<file path="src/rtl/ctl_diag_seq.sv">
// ctl_diag_seq: diagnostic-function sequencer for the EBOX CTL board.
//
// Accepts one front-end diagnostic request at a time and latches the 7-bit
// function code. It then runs a setup/strobe/hold sequence that drives the
// CTL diagnostic strobes and the EBUS transceiver enables, and acknowledges
// completion. Read functions (code 100-177) also wait for the addressed EBUS
// responder, with a timeout.
//
// Ports:
//   clk            system clock, all state on the rising edge
//   CROBAR         asynchronous active-high reset
//   fnReq          request level, held by the front end until fnAck is seen
//   fnCode[0:6]    function code (bit 0 is the MSB, so fnCode[0] marks a read)
//   ebusXferAck    EBUS responder done (read functions only)
//   fnAck          completion level, held until fnReq drops
//   fnTimeout      read aborted by timeout, valid while fnAck is high
//   CTL_DIAG_DIAG  latched function code
//   CTL_DIAG_READ  read function in progress
//   CTL_DIAG_STROBE and CTL_DIAG_* decodes   one-cycle function strobes
//   CTL_EBUS_E_TO_T_EN / CTL_EBUS_T_TO_E_EN  transceiver direction enables
//   CTL_EBUS_XFER  read transfer pending on the EBUS
module ctl_diag_seq #(
  parameter int SETUP_CYC = 2,
  parameter int HOLD_CYC  = 2,
  parameter int TIMEOUT   = 255
) (
  input  logic       clk,
  input  logic       CROBAR,
  input  logic       fnReq,
  input  logic [0:6] fnCode,
  input  logic       ebusXferAck,
  output logic       fnAck,
  output logic       fnTimeout,
  output logic [0:6] CTL_DIAG_DIAG,
  output logic       CTL_DIAG_READ,
  output logic       CTL_DIAG_STROBE,
  output logic       CTL_DIAG_CTL_FUNC_00x,
  output logic       CTL_DIAG_LD_FUNC_04x,
  output logic       CTL_DIAG_LOAD_FUNC_06x,
  output logic       CTL_DIAG_LOAD_FUNC_07x,
  output logic       CTL_DIAG_LOAD_FUNC_072,
  output logic       CTL_DIAG_LD_FUNC_073,
  output logic       CTL_DIAG_LD_FUNC_074,
  output logic       CTL_DIAG_SYNC_FUNC_075,
  output logic       CTL_DIAG_LD_FUNC_076,
  output logic       CTL_DIAG_READ_FUNC_11x,
  output logic       CTL_DIAG_READ_FUNC_12x,
  output logic       CTL_DIAG_READ_FUNC_13x,
  output logic       CTL_DIAG_READ_FUNC_14x,
  output logic       CTL_DIAG_LD_EBUS_REG,
  output logic       CTL_DIAG_AR_LOAD,
  output logic       CTL_EBUS_E_TO_T_EN,
  output logic       CTL_EBUS_T_TO_E_EN,
  output logic       CTL_EBUS_XFER
);

  typedef enum logic [2:0] {
    IDLE, LATCH, SETUP, STROBE, WAIT_XFER, HOLD, ACK
  } state_t;

  localparam logic [7:0] SETUP_LAST = 8'(SETUP_CYC - 1);
  localparam logic [7:0] HOLD_LAST  = 8'(HOLD_CYC - 1);
  localparam logic [7:0] TO_LAST    = 8'(TIMEOUT - 1);

  state_t     state;
  logic [7:0] cnt;
  logic       tflag;

  // Numeric view of the latched code: MSB is CTL_DIAG_DIAG[0].
  logic [6:0] code_v;
  assign code_v = CTL_DIAG_DIAG;

  logic d_00x, d_04x, d_06x, d_07x, d_072, d_073, d_074, d_075, d_076;
  logic d_11x, d_12x, d_13x, d_14x, d_ldeb, d_ar;

  // Decode of the latched code; only sampled into the strobe registers on
  // entry to STROBE, so it never reaches an output combinationally.
  always_comb begin
    d_00x = 1'b0; d_04x = 1'b0; d_06x = 1'b0; d_07x = 1'b0;
    d_072 = 1'b0; d_073 = 1'b0; d_074 = 1'b0; d_075 = 1'b0; d_076 = 1'b0;
    d_11x = 1'b0; d_12x = 1'b0; d_13x = 1'b0; d_14x = 1'b0;
    d_ldeb = 1'b0; d_ar = 1'b0;
    if (!code_v[6]) begin
      d_ldeb = 1'b1;
      case (code_v[5:3])
        3'd0, 3'd1, 3'd2, 3'd3: d_00x = 1'b1;
        3'd4, 3'd5:             d_04x = 1'b1;
        3'd6:                   d_06x = 1'b1;
        default: begin
          d_07x = 1'b1;
          d_072 = (code_v[2:0] == 3'd2);
          d_073 = (code_v[2:0] == 3'd3);
          d_074 = (code_v[2:0] == 3'd4);
          d_075 = (code_v[2:0] == 3'd5);
          d_076 = (code_v[2:0] == 3'd6);
          d_ar  = (code_v[2:0] == 3'd7);
        end
      endcase
    end else begin
      case (code_v[5:3])
        3'd1:    d_11x = 1'b1;
        3'd2:    d_12x = 1'b1;
        3'd3:    d_13x = 1'b1;
        3'd4:    d_14x = 1'b1;
        default: ;
      endcase
    end
  end

  always_ff @(posedge clk or posedge CROBAR) begin
    if (CROBAR) begin
      state                  <= IDLE;
      cnt                    <= '0;
      tflag                  <= 1'b0;
      fnAck                  <= 1'b0;
      fnTimeout              <= 1'b0;
      CTL_DIAG_DIAG          <= '0;
      CTL_DIAG_READ          <= 1'b0;
      CTL_DIAG_STROBE        <= 1'b0;
      CTL_DIAG_CTL_FUNC_00x  <= 1'b0;
      CTL_DIAG_LD_FUNC_04x   <= 1'b0;
      CTL_DIAG_LOAD_FUNC_06x <= 1'b0;
      CTL_DIAG_LOAD_FUNC_07x <= 1'b0;
      CTL_DIAG_LOAD_FUNC_072 <= 1'b0;
      CTL_DIAG_LD_FUNC_073   <= 1'b0;
      CTL_DIAG_LD_FUNC_074   <= 1'b0;
      CTL_DIAG_SYNC_FUNC_075 <= 1'b0;
      CTL_DIAG_LD_FUNC_076   <= 1'b0;
      CTL_DIAG_READ_FUNC_11x <= 1'b0;
      CTL_DIAG_READ_FUNC_12x <= 1'b0;
      CTL_DIAG_READ_FUNC_13x <= 1'b0;
      CTL_DIAG_READ_FUNC_14x <= 1'b0;
      CTL_DIAG_LD_EBUS_REG   <= 1'b0;
      CTL_DIAG_AR_LOAD       <= 1'b0;
      CTL_EBUS_E_TO_T_EN     <= 1'b0;
      CTL_EBUS_T_TO_E_EN     <= 1'b0;
      CTL_EBUS_XFER          <= 1'b0;
    end else begin
      // Strobes are one-cycle pulses: cleared every cycle unless re-fired.
      CTL_DIAG_STROBE        <= 1'b0;
      CTL_DIAG_CTL_FUNC_00x  <= 1'b0;
      CTL_DIAG_LD_FUNC_04x   <= 1'b0;
      CTL_DIAG_LOAD_FUNC_06x <= 1'b0;
      CTL_DIAG_LOAD_FUNC_07x <= 1'b0;
      CTL_DIAG_LOAD_FUNC_072 <= 1'b0;
      CTL_DIAG_LD_FUNC_073   <= 1'b0;
      CTL_DIAG_LD_FUNC_074   <= 1'b0;
      CTL_DIAG_SYNC_FUNC_075 <= 1'b0;
      CTL_DIAG_LD_FUNC_076   <= 1'b0;
      CTL_DIAG_READ_FUNC_11x <= 1'b0;
      CTL_DIAG_READ_FUNC_12x <= 1'b0;
      CTL_DIAG_READ_FUNC_13x <= 1'b0;
      CTL_DIAG_READ_FUNC_14x <= 1'b0;
      CTL_DIAG_LD_EBUS_REG   <= 1'b0;
      CTL_DIAG_AR_LOAD       <= 1'b0;

      case (state)
        IDLE: begin
          if (fnReq) begin
            // Enables and READ are registered on LATCH entry so they are
            // already valid during the LATCH cycle.
            CTL_DIAG_DIAG      <= fnCode;
            CTL_DIAG_READ      <= fnCode[0];
            CTL_EBUS_E_TO_T_EN <= ~fnCode[0];
            CTL_EBUS_T_TO_E_EN <= fnCode[0];
            state              <= LATCH;
          end
        end

        LATCH: begin
          cnt   <= '0;
          state <= SETUP;
        end

        SETUP: begin
          if (cnt == SETUP_LAST) begin
            CTL_DIAG_STROBE        <= 1'b1;
            CTL_DIAG_CTL_FUNC_00x  <= d_00x;
            CTL_DIAG_LD_FUNC_04x   <= d_04x;
            CTL_DIAG_LOAD_FUNC_06x <= d_06x;
            CTL_DIAG_LOAD_FUNC_07x <= d_07x;
            CTL_DIAG_LOAD_FUNC_072 <= d_072;
            CTL_DIAG_LD_FUNC_073   <= d_073;
            CTL_DIAG_LD_FUNC_074   <= d_074;
            CTL_DIAG_SYNC_FUNC_075 <= d_075;
            CTL_DIAG_LD_FUNC_076   <= d_076;
            CTL_DIAG_READ_FUNC_11x <= d_11x;
            CTL_DIAG_READ_FUNC_12x <= d_12x;
            CTL_DIAG_READ_FUNC_13x <= d_13x;
            CTL_DIAG_READ_FUNC_14x <= d_14x;
            CTL_DIAG_LD_EBUS_REG   <= d_ldeb;
            CTL_DIAG_AR_LOAD       <= d_ar;
            state                  <= STROBE;
          end else begin
            cnt <= cnt + 8'd1;
          end
        end

        STROBE: begin
          cnt <= '0;
          if (CTL_DIAG_READ) begin
            CTL_EBUS_XFER <= 1'b1;
            state         <= WAIT_XFER;
          end else begin
            state <= HOLD;
          end
        end

        WAIT_XFER: begin
          // A responder ack in the final counted cycle takes priority over
          // the timeout.
          if (ebusXferAck) begin
            CTL_EBUS_XFER <= 1'b0;
            cnt           <= '0;
            state         <= HOLD;
          end else if (cnt == TO_LAST) begin
            CTL_EBUS_XFER <= 1'b0;
            tflag         <= 1'b1;
            cnt           <= '0;
            state         <= HOLD;
          end else begin
            cnt <= cnt + 8'd1;
          end
        end

        HOLD: begin
          if (cnt == HOLD_LAST) begin
            CTL_EBUS_E_TO_T_EN <= 1'b0;
            CTL_EBUS_T_TO_E_EN <= 1'b0;
            CTL_DIAG_READ      <= 1'b0;
            fnAck              <= 1'b1;
            fnTimeout          <= tflag;
            state              <= ACK;
          end else begin
            cnt <= cnt + 8'd1;
          end
        end

        ACK: begin
          if (!fnReq) begin
            fnAck     <= 1'b0;
            fnTimeout <= 1'b0;
            tflag     <= 1'b0;
            state     <= IDLE;
          end
        end

        default: state <= IDLE;
      endcase
    end
  end

endmodule

</file>
<file path="config.mk">
export PLATFORM = sky130hd
export DESIGN_NAME = ctl_diag_seq
export DESIGN_NICKNAME = d
export VERILOG_FILES = /design/src/rtl/ctl_diag_seq.sv
export SDC_FILE = /design/constraint.sdc
export NUM_CORES = 1
export LEC_CHECK = 0
export ABC_CLOCK_PERIOD_IN_PS = 6000
export BUFFER_PORTS_ARGS = -buffer_cell sky130_fd_sc_hd__buf_2
export CAP_MARGIN = 30
export CORE_MARGIN = 5
export CORE_UTILIZATION = 35
export DETAILED_ROUTE_END_ITERATION = 10
export GPL_ROUTABILITY_DRIVEN = 1
export PLACE_DENSITY = 0.65
export SLEW_MARGIN = 20
export SYNTH_ARGS = -nofsm -noshare
export SYNTH_HDL_FRONTEND = slang
export SYNTH_SLANG_ARGS = --single-unit
</file>
<file path="constraint.sdc">
create_clock -name clk -period 6 [get_ports clk]
set_clock_uncertainty 0.1 [all_clocks]
set_input_delay 0.3 -clock clk [delete_from_list [all_inputs] [get_ports clk]]
set_output_delay 0.3 -clock clk [all_outputs]
set_load 0.1 [all_outputs]
</file>
### Word level (Yosys, flattened, before mapping)

Index checks and enable logic that the tools add are counted.

* output and inout bits: 29
* bits in registers: 40
* bits of input ports: 11
* word-level logic and storage cells: 165

* $add $sub $neg: 1
* bitwise logic cells: 1
* equality and inequality tests: 29
* reduce and logical (&&, ||, !) cells: 19
* mux-type cells: 90

Operator list (count)
* $mux 1: 73
* $eq 3x3->1 const B: 10
* $mux 8: 3
* $pmux 8 s3: 1
* $pmux 3 s7: 1
* $eq 3x2->1 const B: 6
* $mux 3: 6
* $ne 2x2->1 const B: 8
* $pmux 1 s2: 6
* $reduce_and 3->1: 3
* $add 8x1->8 const B: 1
* $eq 8x1->1 const B: 1
* $eq 8x8->1 const B: 1
* $reduce_bool 2->1: 4
* $reduce_or 7->1: 1
* $eq 3x1->1 const B: 2
* $logic_not 3->1: 2
* $reduce_or 2->1: 3
* $reduce_and 5->1: 1
* $reduce_and 2->1: 2
* $reduce_and 4->1: 1
* $reduce_or 4->1: 1
* $ne 3x3->1 const B: 1
* $reduce_bool 3->1: 1
* $not 1->1: 1

### Logic depth before layout (Yosys ltp)

Gate-level depths: netlist of the first run.

* depth after elaboration: 6
* depth in mapped cells: 7
* mapped depth without buffers: 6

### Worst setup path after synthesis of the first run

Ideal clock, no wire load.

* kind: register -> register
* from: reg cnt[1]
* to: reg CTL_DIAG_READ_FUNC_12x
* slack: 3.674 ns
* data required time: 5.801 ns
* buffers on the path: 1
* period minus slack after synthesis: 2.326 ns
* cell stages (with the launch flop): 8
* arrival: 2.127 ns
* setup time: 0.099 ns
* path through: dfrtp_1 inv_1 ha_1 or3b_2 or3_1 buf_2 or3b_4 nor3b_1

* cells in the longest elaborated chain, start to end: 3

Ends and longest elaborated chain
* start, declared: line 66 `logic [7:0] cnt;`
* start signal, assigned: line 195 `cnt <= cnt + 8'd1;`
* start signal, assigned: line 222 `cnt <= cnt + 8'd1;`
* start signal, assigned: line 235 `cnt <= cnt + 8'd1;`
* $eq 8x1->1: line 176 `if (cnt == SETUP_LAST) begin`
* $mux 1: line 176
* $mux 1: line 157 `case (state)`
* end signal, assigned: line 130 `CTL_DIAG_READ_FUNC_12x <= 1'b0;`
* end signal, assigned: line 151 `CTL_DIAG_READ_FUNC_12x <= 1'b0;`
* end signal, assigned: line 188 `CTL_DIAG_READ_FUNC_12x <= d_12x;`
* end, declared: line 47 `output logic CTL_DIAG_READ_FUNC_12x,`

No other way between the ends.
A chain may end at the register's enable or synchronous reset.

### Worst setup path in the final report of the first run

* from: reg cnt[1]
* to: reg CTL_DIAG_READ_FUNC_11x

* cells in the longest elaborated chain, start to end: 3

Ends and longest elaborated chain
* $eq 8x1->1: line 176
* $mux 1: line 176
* $mux 1: line 157
* end signal, assigned: line 129 `CTL_DIAG_READ_FUNC_11x <= 1'b0;`
* end signal, assigned: line 150 `CTL_DIAG_READ_FUNC_11x <= 1'b0;`
* end signal, assigned: line 187 `CTL_DIAG_READ_FUNC_11x <= d_11x;`
* end, declared: line 46 `output logic CTL_DIAG_READ_FUNC_11x,`

No other way between the ends.

==> impl_metrics.toml, run 1 <==
[flow_run]
cap_violations = 0

[yosys]
synth_area_leader_cell = "dfrtp_1"
yosysSeqAreaShare_pct = 53.6
yosysTopAreaCellShare_pct = 53.6
syn-num-nets = 205
synth_area_leaders = "dfrtp_1 54%, nand2_1 7.0%, o221ai_1 2.8%, o21ai_0 2.7%, inv_1 2.4%"
syn_area_per_cell_um2 = 9.78
synthTopCellsByCount = "40 x dfrtp_1, 35 x nand2_1, 12 x inv_1, 10 x o21ai_0, 9 x nor2_1"
async_reset_ff_share_pct = 100
synth_edf_count = 0
synthFlopType = "dfrtp_1"
yosys_register_bits = 40
synth_area_mm2 = 0.00187
ys_types = 42
yosysMostFrequentCell = "dfrtp_1"
yosysWarnings = 0
syn_inst = 191

[final_layout]
fillers = 533
syn_to_final_growth_pct = 17.7
drive_above_1_share_pct = 23.6
top_register = "cnt"
nets = 243
reg_top3 = "cnt (8), CTL_DIAG_DIAG (7), state (3)"
antenna_cells = 0
post-route-util_pct = 42.8
largest_reg_flops = 8

[clock_tree]
cts_max_path_buffers = 2
cts_buffers = 5
cts-root-buf = "clkbuf_8"
cts_num_sinks = 40
clock_latency_ns = 0.29
hold_buffers = 0
htree_num_levels = 2
clkTransAtPathRegs_ns = 0.07
cts_setup_buffers = 0
cts_tree = "yes"
ctsResizeCount = 0

[power_and_ir_drop]
switching_share_pct = 54.5
ir_worst_vdd_v = 0.000309
leakagePower_nw = 1.07
p_per_area_mw_per_mm2 = 529
seqPwrFrac_pct = 35.7
power_mw = 1.16
internal_power_mw = 0.529
netSwitchingPower_mw = 0.633
power_frac_comb_pct = 49.9
pwr-share-clk_pct = 14.5

[floorplan]
initial_core_util_pct = 36.3
die_area_mm2 = 0.00690
die_x_um = 83.1
die_h_um = 83.1
ios = 40
row_count = 26
core_area_mm2 = 0.00514

[worst_setup_path]
arrival_ns = 2.59
path_delay_family = "simple AND/OR/NAND/NOR gates"
crit_chain = "inv_1, ha_1, or3b_2, or3_1, or3b_4, nor3b_1"
cpPeakStageDelay_ns = 0.49
crit_fanout = 7
critPathKind = "flop to flop"
critical_path.startpoint_type = "flop"
worstPathRequired_ns = 6.10
crit_buf_inv = 1
slowest_stage = "or3b_2"
cp-end-kind = "flop"

[timing]
finalCriticalPeriod_ns = 2.49
slew_viol_final = 0
finalHoldViolations = 0
rsz0062_at_grt = "no"
slew_headroom_pct = 49.1
min_period_over_period_pct = 41.5
tns_ns = 0
fmax_ghz = 0.401
setup_viol = 0
tightest_slew_ns = 0.758

[detailed_routing]
dr.pass1.iters = 4
drc_errors = 0
num_vias = 1522
wl_um = 4010
drt-vias-per-instance = 5.09
drt_iter0_markers = 122
antenna_left = 0
wl_per_cell_um = 13.4

[grt]
globalRouteOverflowTotal = 0
grt_pass1_vias = 1509
antenna_found_initial = 0
track_usage_pct = 12.6
grt_pass1_wl_um = 7110
grt_start_max_net_pins = 41

[place]
hpwlAfterDp_um = 2910
routabilityCongestion = 0.883
io_buffers = 39

[run_status]
status = "finished, final reports clean"

[min_path]
hold_path.class = "primary input to async pin"
## worst min-delay path, cell delays in order
cell and delay (ns):
buf_2 0.09, inv_1 0.04, buf_4 0.42
## placed cells by master, fill, tap and decap left out, drive strengths merged, types with 5 or more instances in the layout
cell type,synthesis,final
o21ai,11,11
clkbuf,4,5
inv,12,12
nand2,35,35
dfrtp,40,40
nor2,9,9
buf,5,40
o221ai,6,6
nor3,5,5
nor3b,5,5
## power by group through the flow
stage                     Sequential [mW]  Clock [mW]  Combinational (mW)
after floorplan                     0.646           0               0.253
after detailed placement            0.419           0               0.583
after global placement              0.417           0               0.579
after global routing                0.431       0.186               0.622
final                               0.414       0.168               0.580
after CTS                           0.414       0.175               0.584
## logic make-up (layout without fill, tap and decap cells)
| logic type | Yosys count | count (layout) | synth area share, % |
|---|---|---|---|
| flip-flops | 40 | 40 | 53.6 |
| adder cells (fa/ha/maj) | 3 | 3 | 2.01 |
| AO/OA/AOI/OAI | 36 | 36 | 13.3 |
| AND/OR/NAND/NOR | 89 | 89 | 25.5 |
| multiplexers | 2 | 2 | 1.07 |
| buffers and inverters | 21 | 59 | 4.55 |
## final cells by class
| type | count | area (µm²) | area share [%] |
|---|---|---|---|
| Sequential cell | 40 | 1000 | 45.5 |
| Multi-Input combinational cell | 130 | 782 | 35.6 |
| Timing Repair Buffer | 40 | 203 | 9.21 |
| Tap cell | 70 | 87.6 | 3.98 |
| Clock buffer | 5 | 68.8 | 3.13 |
| Inverter | 12 | 45.0 | 2.05 |
| Clock inverter | 2 | 12.5 | 0.569 |
## metal layers
layer,GRT usage [%],part of all wire (%),up-vias
li1,-,-,753
met1,15.7,47,727
met2,20.1,46,35
met3,3.47,4.4,7
met4,5.94,2.5,0
met5,0,0,-
## metrics by stage
step / setup slack, ns / area, µm² / instances / hold slack (ns)
CTS: 3.50 / 2200 / 299 / 0.0292
finish: 3.51 / 2200 / 299 / 0.0175
floorplan: 3.67 / 1870 / 191 / 0.305
global route: 3.29 / 2200 / 299 / 0.0891
global placement: 3.57 / 2120 / 292 / 0.348
detailed placement: 3.53 / 2120 / 292 / 0.348
## worst paths after layout
| check | from | to | slack [ns] | cells past startpoint |
|---|---|---|---|---|
| setup / recovery | cnt[1]$_DFFE_PP0P_ | CTL_DIAG_READ_FUNC_11x$_DFF_PP0_ | 3.51 | 6 |
| hold reg to reg | CTL_DIAG_DIAG[4]$_DFFE_PP0P_ | CTL_DIAG_LOAD_FUNC_072$_DFF_PP0_ | 0.44 | 1 |
| hold / removal | CROBAR | tflag$_DFFE_PP0P_ | 0.02 | 3 |
| setup reg to reg | cnt[1]$_DFFE_PP0P_ | CTL_DIAG_READ_FUNC_11x$_DFF_PP0_ | 3.51 | 6 |
| max in group asynchronous | CROBAR | CTL_DIAG_LOAD_FUNC_072$_DFF_PP0_ | 5.44 | 3 |
| min in group clk | fnCode[4] | CTL_DIAG_DIAG[4]$_DFFE_PP0P_ | 0.09 | 3 |
Note: power is estimated with default switching activity, not from simulation.
==> run 2, diff against run 1 <==
Settings changed: ABC_AREA set to 1, ABC_CLOCK_PERIOD_IN_PS 6000 to 2250, PLACE_DENSITY 0.65 to 0.67.
Clock period 6 ns to 2.25 ns, I/O delays scaled along.
==> impl_metrics.toml, run 2 <==
[min_path]
whs_endpoint = "fnAck$_DFFE_PP0P_"
hold_path_depth = 3
hold_start = "fnReq"
hold_path.class = "primary input to flop"

[yosys]
synth_area_leaders = "dfrtp_1 51%, nand2_1 8.9%, inv_1 5.4%, nand3_1 4.1%, nor2_1 3.9%"
yosysSeqAreaShare_pct = 51.4
yosysMostFrequentCell = "nand2_1"
syn-num-nets = 236
synth_area_mm2 = 0.00195
yosys_register_bits = 40
synthTopCellsByCount = "46 x nand2_1, 40 x dfrtp_1, 28 x inv_1, 20 x nor2_1, 16 x nand3_1"
ys_types = 31
async_reset_ff_share_pct = 100
yosysWarnings = 0
synth_area_leader_cell = "dfrtp_1"
synthFlopType = "dfrtp_1"
synth_edf_count = 0
syn_inst = 222
yosysTopAreaCellShare_pct = 51.4
syn_area_per_cell_um2 = 8.77

[worst_setup_path]
critical_path.startpoint_type = "flop"
arrival_ns = 1.83
r2r-end = "CTL_DIAG_LD_FUNC_076$_DFF_PP0_"
critPathKind = "flop to flop"
rrSetupSlack_ns = 0.56
rr_worst_depth = 8
r2r_start = "cnt[1]$_DFFE_PP0P_"
worstPathRequired_ns = 2.38
cp-end-kind = "flop"
crit_fanout = 6

[clock_tree]
cts_max_path_buffers = 2
ctsResizeCount = 0
cts_setup_buffers = 0
clkTransAtPathRegs_ns = 0.08
cts_num_sinks = 40
cts_tree = "yes"
hold_buffers = 8
clock_latency_ns = 0.29
cts-root-buf = "clkbuf_8"
cts_buffers = 5
htree_num_levels = 2

[detailed_routing]
drt_iter0_markers = 53
num_vias = 1591
wl_um = 4170
wl_per_cell_um = 12.0
dr.pass1.iters = 4
drt-vias-per-instance = 4.56
drc_errors = 0
antenna_left = 0

[place]
io_buffers = 39
dpl_cell_area_mm2 = 0.00223
hpwlAfterDp_um = 3130
routabilityCongestion = 0.865

[flow_run]
cap_violations = 0

[timing]
tightest_slew_ns = 0.486
fmax_ghz = 0.591
tns_ns = 0
slew_viol_final = 0
min_period_over_period_pct = 75.2
slew_headroom_pct = 67.6
finalHoldViolations = 0
setup_viol = 0
finalCriticalPeriod_ns = 1.69
rsz0062_at_grt = "no"

[floorplan]
initial_core_util_pct = 35.6
die_area_mm2 = 0.00715
row_count = 27
die_h_um = 84.6
die_x_um = 84.6
ios = 40
core_area_mm2 = 0.00547

[grt]
grt_pass1_wl_um = 7290
antenna_found_initial = 0
globalRouteOverflowTotal = 0
grt_start_max_net_pins = 41
track_usage_pct = 12.7
grt_pass1_vias = 1565

[power_and_ir_drop]
pwr-share-clk_pct = 17.4
p_per_area_mw_per_mm2 = 1460
power_frac_comb_pct = 53.1
internal_power_mw = 1.62
switching_share_pct = 54.5
leakagePower_nw = 1.29
power_mw = 3.55
ir_worst_vdd_v = 0.000901
netSwitchingPower_mw = 1.94
seqPwrFrac_pct = 29.5

[final_layout]
nets = 290
syn_to_final_growth_pct = 25.1
top_register = "cnt"
stdcell_area_mm2 = 0.00244
post-route-util_pct = 44.5
reg_top3 = "cnt (8), CTL_DIAG_DIAG (7), state (3)"
final_common_cell = "nand2_1"
drive_above_1_share_pct = 28.9
largest_reg_flops = 8
antenna_cells = 0
final_cell_mix = "46 x nand2_1, 40 x dfrtp_1, 39 x buf_2"

[run_status]
status = "finished, final reports clean"
==> run 2: changes by cell type in the layout (fill, tap and decap cells not counted), sizes merged, moves of 4 or more <==
cell / delta
inv: +25
dlygate4sd3: +8
nor2: +17
nor3b: -5
nand3: +14
nor2b: -4
nand4: +4
nand2b: -4
nand2: +19
o21ai: +5
o221ai: -6
==> run 2: through the flow <==
| step | setup slack (ns) | hold slack, ns | instances |
|---|---|---|---|
| after CTS | 0.550 | 0.0907 | 349 |
| after detailed placement | 0.562 | 0.166 | 333 |
| after floorplan | 0.490 | 0.120 | 222 |
| after global placement | 0.598 | 0.163 | 333 |
| final | 0.558 | 0.0836 | 349 |
| after global routing | 0.376 | 0.141 | 349 |
==> run 2: final cells by class <==
class	count	area, µm²
clock buffer	6	82.6
multi-input combinational	142	787
inverter	38	146
sequential	40	1000
fill	556	3040
tap	72	90.1
clock inverter	2	38.8
timing repair buffer	49	290
==> run 2: cells by family (layout without fill, tap and decap cells) <==
kind of cell               after synthesis  after routing  share of synthesized area (%)
AOI/OAI and AO/OA                       25             25                           7.78
xor gates and xnor gates                 2              2                          0.900
adders and majority gates                3              3                           1.93
buffers and inverters                   40             95                           8.16
DFF                                     40             40                           51.4
muxes                                    1              1                          0.514
and+or+nand+nor                        111            111                           29.3
==> run 2: power groups by stage <==
stage                     clock network [mW]  registers, mW  logic, mW
after global placement                     0           1.06       1.86
after detailed placement                   0           1.06       1.88
after global routing                   0.660           1.08       2.03
after CTS                              0.631           1.05       1.90
final                                  0.617           1.05       1.89
after floorplan                            0           1.79      0.832
==> run 2: critical path: stages (launching register included) <==
cell and delay, ns:
dfrtp_1 0.45, inv_1 0.08, ha_1 0.14, nand2_1 0.11, nor2_4 0.23, nand4_2 0.15
nor2_4 0.14, nand3_1 0.11, nor2_1 0.12
==> run 2: metal layers <==
layer	part of all wire, %	vias up	global-route usage [%]
met5	0	-	0
met1	46	739	16.6
met4	1.7	0	5.18
met2	47	33	19.6
li1	-	812	-
met3	5.2	7	3.73
==> run 2: worst max-delay path by stage <==
stage,startpoint,end,depth (start not counted)
2_1_floorplan,CTL_DIAG_DIAG[1]$_DFFE_PP0P_,CTL_DIAG_SYNC_FUNC_075$_DFF_PP0_,4
3_3_place_gp,cnt[1]$_DFFE_PP0P_,CTL_DIAG_LD_FUNC_074$_DFF_PP0_,8
3_5_place_dp,cnt[1]$_DFFE_PP0P_,CTL_DIAG_LD_FUNC_076$_DFF_PP0_,8
4_1_cts,cnt[1]$_DFFE_PP0P_,CTL_DIAG_LD_FUNC_076$_DFF_PP0_,8
5_1_grt,cnt[0]$_DFFE_PP0P_,cnt[6]$_DFFE_PP0P_,11
6_report,cnt[1]$_DFFE_PP0P_,CTL_DIAG_LD_FUNC_076$_DFF_PP0_,8
